--- src/rtl/ds_rx.sv ---
// ds_rx: IEEE 1355 data-strobe receiver.
// Brings the asynchronous D/S pair into the clk domain and recovers one bit
// per D^S transition. It deframes parity/flag/body characters and delivers
// each one as a single-cycle strobe with sticky parity and disconnect errors.
// Build option: define DS_RX_PARITY_EN to enable parity accumulation and
// checking. Without it the P bit is only consumed for framing and par_err is 0.
module ds_rx #(
  parameter int DISC_CYCLES = 64
) (
  input  logic       clk,
  input  logic       rst_n,
  input  logic       rx_en,
  input  logic       d_in,
  input  logic       s_in,
  output logic       char_valid,
  output logic       char_ctrl,
  output logic [7:0] char_data,
  output logic       par_err,
  output logic       disc_err,
  output logic       rx_active
);

  localparam int CW = $clog2(DISC_CYCLES + 1);
  localparam logic [CW-1:0] DISC_M1 = CW'(DISC_CYCLES - 1);

  // Each state names the field that the next bit event belongs to.
  // The event that leaves IDLE is itself the P bit of the first character.
  localparam logic [1:0] ST_IDLE  = 2'd0;
  localparam logic [1:0] ST_HDR_P = 2'd1;
  localparam logic [1:0] ST_HDR_F = 2'd2;
  localparam logic [1:0] ST_BODY  = 2'd3;

  logic          d_meta_r, s_meta_r, d_sync_r, s_sync_r, xor_prev_r;
  logic          bit_evt_s, bit_val_s, body_last_s, disc_hit_s;
  logic [1:0]    state_r;
  logic [2:0]    bit_idx_r;
  logic [7:0]    shf_r, shf_next_s;
  logic          f_r;
  logic [CW-1:0] disc_cnt_r;
  logic          char_valid_r, char_ctrl_r, disc_err_r, rx_active_r;
  logic [7:0]    char_data_r;

  // Two-flop synchronisers plus the previous D^S level used for edge detection
  always_ff @(posedge clk or negedge rst_n) begin
    if (!rst_n) begin
      d_meta_r   <= 1'b0;
      s_meta_r   <= 1'b0;
      d_sync_r   <= 1'b0;
      s_sync_r   <= 1'b0;
      xor_prev_r <= 1'b0;
    end else begin
      d_meta_r   <= d_in;
      s_meta_r   <= s_in;
      d_sync_r   <= d_meta_r;
      s_sync_r   <= s_meta_r;
      xor_prev_r <= d_sync_r ^ s_sync_r;
    end
  end

  // Bit event decode, body position, next shift value and disconnect detect
  always_comb begin
    bit_evt_s = (d_sync_r ^ s_sync_r) ^ xor_prev_r;
    bit_val_s = d_sync_r;
    if (f_r) begin
      body_last_s = (bit_idx_r == 3'd1);
    end else begin
      body_last_s = (bit_idx_r == 3'd7);
    end
    shf_next_s            = shf_r;
    shf_next_s[bit_idx_r] = bit_val_s;
    disc_hit_s = (state_r != ST_IDLE) && !bit_evt_s && (disc_cnt_r >= DISC_M1);
  end

  // Character framing FSM, disconnect counter and registered outputs.
  // The counter never passes DISC_CYCLES-1 because the hit returns it to zero.
  always_ff @(posedge clk or negedge rst_n) begin
    if (!rst_n) begin
      state_r      <= ST_IDLE;
      bit_idx_r    <= 3'd0;
      shf_r        <= 8'd0;
      f_r          <= 1'b0;
      disc_cnt_r   <= {CW{1'b0}};
      char_valid_r <= 1'b0;
      char_ctrl_r  <= 1'b0;
      char_data_r  <= 8'd0;
      disc_err_r   <= 1'b0;
      rx_active_r  <= 1'b0;
    end else begin
      char_valid_r <= 1'b0;
      if (!rx_en) begin
        state_r     <= ST_IDLE;
        bit_idx_r   <= 3'd0;
        disc_cnt_r  <= {CW{1'b0}};
        disc_err_r  <= 1'b0;
        rx_active_r <= 1'b0;
      end else if (bit_evt_s) begin
        disc_cnt_r <= {CW{1'b0}};
        case (state_r)
          ST_IDLE: begin
            rx_active_r <= 1'b1;
            state_r     <= ST_HDR_F;
          end
          ST_HDR_P: begin
            state_r <= ST_HDR_F;
          end
          ST_HDR_F: begin
            f_r       <= bit_val_s;
            bit_idx_r <= 3'd0;
            shf_r     <= 8'd0;
            state_r   <= ST_BODY;
          end
          ST_BODY: begin
            shf_r <= shf_next_s;
            if (body_last_s) begin
              char_valid_r <= 1'b1;
              char_ctrl_r  <= f_r;
              char_data_r  <= shf_next_s;
              bit_idx_r    <= 3'd0;
              state_r      <= ST_HDR_P;
            end else begin
              bit_idx_r <= bit_idx_r + 3'd1;
            end
          end
          default: begin
            state_r <= ST_IDLE;
          end
        endcase
      end else if (disc_hit_s) begin
        disc_err_r <= 1'b1;
        state_r    <= ST_IDLE;
        bit_idx_r  <= 3'd0;
        disc_cnt_r <= {CW{1'b0}};
      end else if (state_r != ST_IDLE) begin
        disc_cnt_r <= disc_cnt_r + CW'(1'b1);
      end else begin
        disc_cnt_r <= {CW{1'b0}};
      end
    end
  end

`ifdef DS_RX_PARITY_EN
  logic par_acc_r, par_err_r, first_char_r;

  // Odd parity covers the previous body plus the current P and F bits
  function automatic logic par_fold(input logic acc, input logic b);
    return acc ^ b;
  endfunction

  // Parity accumulation and the sticky check made at each F bit
  always_ff @(posedge clk or negedge rst_n) begin
    if (!rst_n) begin
      par_acc_r    <= 1'b0;
      par_err_r    <= 1'b0;
      first_char_r <= 1'b1;
    end else if (!rx_en) begin
      par_acc_r    <= 1'b0;
      par_err_r    <= 1'b0;
      first_char_r <= 1'b1;
    end else if (bit_evt_s) begin
      case (state_r)
        ST_HDR_F: begin
          if (!first_char_r && !par_fold(par_acc_r, bit_val_s)) begin
            par_err_r <= 1'b1;
          end else begin
            par_err_r <= par_err_r;
          end
          par_acc_r    <= 1'b0;
          first_char_r <= 1'b0;
        end
        ST_IDLE, ST_HDR_P, ST_BODY: begin
          par_acc_r <= par_fold(par_acc_r, bit_val_s);
        end
        default: begin
          par_acc_r <= 1'b0;
        end
      endcase
    end else if (disc_hit_s) begin
      first_char_r <= 1'b1;
    end else begin
      first_char_r <= first_char_r;
    end
  end

  assign par_err = par_err_r;
`else
  assign par_err = 1'b0;
`endif

  assign char_valid = char_valid_r;
  assign char_ctrl  = char_ctrl_r;
  assign char_data  = char_data_r;
  assign disc_err   = disc_err_r;
  assign rx_active  = rx_active_r;

endmodule

--- config.mk ---
export PLATFORM = sky130hd
export DESIGN_NAME = ds_rx
export DESIGN_NICKNAME = d
export VERILOG_FILES = /design/src/rtl/ds_rx.sv
export SDC_FILE = /design/constraint.sdc
export NUM_CORES = 1
export LEC_CHECK = 0
export CAP_MARGIN = 10
export CORE_MARGIN = 2
export CORE_UTILIZATION = 50
export DETAILED_ROUTE_END_ITERATION = 12
export PLACE_DENSITY_LB_ADDON = 0.3
export SLEW_MARGIN = 25
export SYNTH_ARGS = -nofsm -noshare
export SYNTH_HDL_FRONTEND = slang
export SYNTH_SLANG_ARGS = --single-unit
--- constraint.sdc ---
create_clock -name clk -period 1.85 [get_ports clk]
set_clock_uncertainty 0.15 [all_clocks]
set_input_delay 0.185 -clock clk [delete_from_list [all_inputs] [get_ports clk]]
set_output_delay 0.185 -clock clk [all_outputs]
set_load 0.03 [all_outputs]
==> results.toml <==
[outcome]
status = "finished clean"

[die]
pin_count = 18
fp-row-count = 21
die_h_um = 62.87
core_area_mm2 = 0.003337
die_w_um = 62.87
start_util = 0.5193
dieArea_mm2 = 0.003953

[cells_and_area]
fin_nets = 191
fillCellCount = 285
fin_util = 0.6093
syn2layout_area_growth_pct = 17.33
diodes = 0
drive_above_1_share = 0.1359

[timing]
fin_crit_sh = 0.9690
setup_viol = 0
fmax_mhz = 557.9
rsz0062_at_grt = "no"
setup_tns_ps = 0
hold_viol = 0
layout_min_cycle_time_ps = 1793
slew_viol_final = 0

[logic_synthesis]
ys.flop_type = "dfrtp_1"
ys_seq_area_frac = 0.5487
synth.top_cells.by_count = "dfrtp_1 (38), nor2_1 (20), nand2_1 (10)"
synthTopCellsByArea = "dfrtp_1 (55%), nor2_1 (4.3%), mux2i_1 (3.5%), a21oi_1 (2.6%), nand2_1 (2.2%)"
yosysMostFrequentCell = "dfrtp_1"
synth_area_mm2 = 0.001733
synth-seq-cells = 38
yosys_warnings = 0
async_flop_share = 1.000
synth.avg_cell_area_um2 = 10.83
synth_area_leader_cell = "dfrtp_1"
synth_edf_count = 0
synth.distinct_cells = 39
yosysTopAreaCellShare = 0.5487
synthCells = 160

[global_route]
groute.usage.overall = 0.1767
antenna_found_initial = 0
busiest_layer = "met2"
gr-usage-met3 = 0.03423
grt_max_degree = 39
grt_pass1_vias = 1220
met1_usage = 0.2283
overflow = 0
grt_pass1_wl_um = 5416
grtUsageMet2 = 0.2819

[route]
drtIter0Drc = 67
drt-wirelength-per-cell_um = 13.88
via_per_inst = 5.470
drc = 0
antenna_left = 0
firstDrtPassIters = 4
via_count = 1258
drt_wl_total_um = 3192

[clock_tree]
insertion_delay_ps = 340
cts_made_buffers = 5
cts_tree = "built"
clk_path_buf_depth = 2
clock-sinks = 38
path_clk_slew_ps = 100
cts-root-buf = "clkbuf_4"
htreeDepth = 2

[power_and_ir_drop]
p_int_uw = 1180
netSwitchingFraction = 0.2923
combPwrFrac = 0.202
power_density_mw_per_mm2 = 820.2
leakagePower_uw = 0.0009150
vdd_drop_max_mv = 0.4515
pwr-share-seq = 0.563
power_frac_clock = 0.235
power.switching_uw = 487.5

[run]
drv_cap = 0

[hold_path]
hold_class = "input port to register"

[place]
dpl.hpwl_um = 2201
gp_congestion = 0.7965
port_buffers = 16

[worst_setup_path]
required_ps = 1930
slowest_delay_ps = 530
startpoint_type = "register"
cp_slowest_cell = "xor3_2"
crit_path_end_kind = "register"
path_max_fanout = 7
critPathTopFamily = "XOR/XNOR gates"
crit_arrival_ps = 1870
cp.buffers_inverters = 1
cp_cell_sequence = "xor3_2 -> and2_4 -> buf_4 -> a32o_1"
crit_type = "register to register"
==> cell usage in the layout, fill, tap and decap left out, types with 2 or more instances in the layout <==
cell type,synthesis,layout
dfrtp_1,38,38
nor2_1,20,20
clkdlybuf4s50_1,0,15
nand2_1,10,10
a21oi_1,9,9
buf_4,3,9
nand3_1,7,7
inv_1,7,7
mux2i_1,6,6
nor3_1,5,5
clkbuf_4,0,5
a31oi_1,5,4
o21ai_0,3,3
o21bai_1,3,3
a32o_1,3,3
and3_1,3,2
xnor2_1,2,2
xor2_1,3,2
o22ai_1,2,2
mux2_2,2,2
o31ai_1,2,2
o2bb2ai_1,2,2
a22o_1,2,2
conb_1,1,2
clkbuf_1,2,2
==> power groups by stage <==
stage / Combinational (uW) / Clock (uW) / Sequential, uW
global placement: 317 / 0 / 952
finish: 336 / 392 / 939
CTS: 326 / 409 / 938
global route: 369 / 439 / 949
floorplan: 180 / 0 / 982
detailed placement: 323 / 0 / 954
==> repair_timing <==
action / 4_1_cts / 5_1_grt
setup buffers: 0 / 2
hold endpoints to repair: 38 / 0
gates resized for setup: 0 / 5
hold buffers: 1 / 0
setup endpoints to repair: 0 / 9
==> flip-flops by register name, indices dropped and copies added (netlist names) <==
register / flops
xor_prev_r: 1
char_valid: 1
s_meta_r: 1
char_ctrl: 1
shf_r: 8
disc_err: 1
d_meta_r: 1
s_sync_r: 1
bit_val_s: 1
bit_idx_r: 3
state_r: 2
char_data: 8
disc_cnt_r: 7
f_r: 1
rx_active: 1
==> final cells by class <==
class	count	area [um2]	share of cell area
clock buffer	7	45.04	0.02215
inverter	7	26.28	0.01292
multi-input combinational	106	720.7	0.3545
sequential	38	950.9	0.4677
tap	46	57.56	0.02831
timing repair buffer	26	232.7	0.1145
==> worst register-to-register path, delay by kind of cell, from the launching register on <==
family / cells / cell delay (ps)
XOR/XNOR: 1 / 530
flip-flops: 1 / 380
AND/OR/NAND/NOR: 1 / 220
buffers and inverters: 1 / 160
AO/OA/AOI/OAI: 1 / 250
==> routing by layer <==
layer  wire, um  vias up
met1       1409      617
met5          0        -
met2       1614       25
li1           -      610
met4         56        0
met3        112        6
==> worst paths after layout <==
path	cells after the start	startpoint	endpoint	slack, ps
worst min-delay path	1	d_in	d_meta_r	130
worst min register to register	0	d_meta_r	bit_val_s	210
min in group asynchronous	3	rst_n	char_data[3]	260
worst max register to register	4	xor_prev_r	shf_r[6]	60
max in group asynchronous	3	rst_n	disc_cnt_r[6]	950
worst max-delay path	4	xor_prev_r	shf_r[6]	60
==> through the flow <==
stage | setup slack [ps] | hold slack (ps) | cell area (um2) | instances | power, uW
after floorplan | 61.05 | -260.6 | 1737 | 161 | 1162
after global placement | 106.1 | 105.9 | 1934 | 220 | 1270
after detailed placement | 73.41 | 108.2 | 1934 | 220 | 1277
after CTS | 55.83 | 114.8 | 1989 | 228 | 1673
after global routing | 2.639 | 129.5 | 2033 | 230 | 1757
final | 57.43 | 131.8 | 2033 | 230 | 1668
==> logic make-up after synthesis <==
kind of cell | count (synthesis) | synth area share
xor gates and xnor gates | 6 | 0.03971
and+or+nand+nor | 51 | 0.1415
muxes | 8 | 0.04765
AOI/OAI and AO/OA | 37 | 0.1516
adders and majority gates | 2 | 0.01444
DFF | 38 | 0.5487
buffers and inverters | 17 | 0.05415
other | 1 | 0.002164
Power figures use the tool's default switching activity.
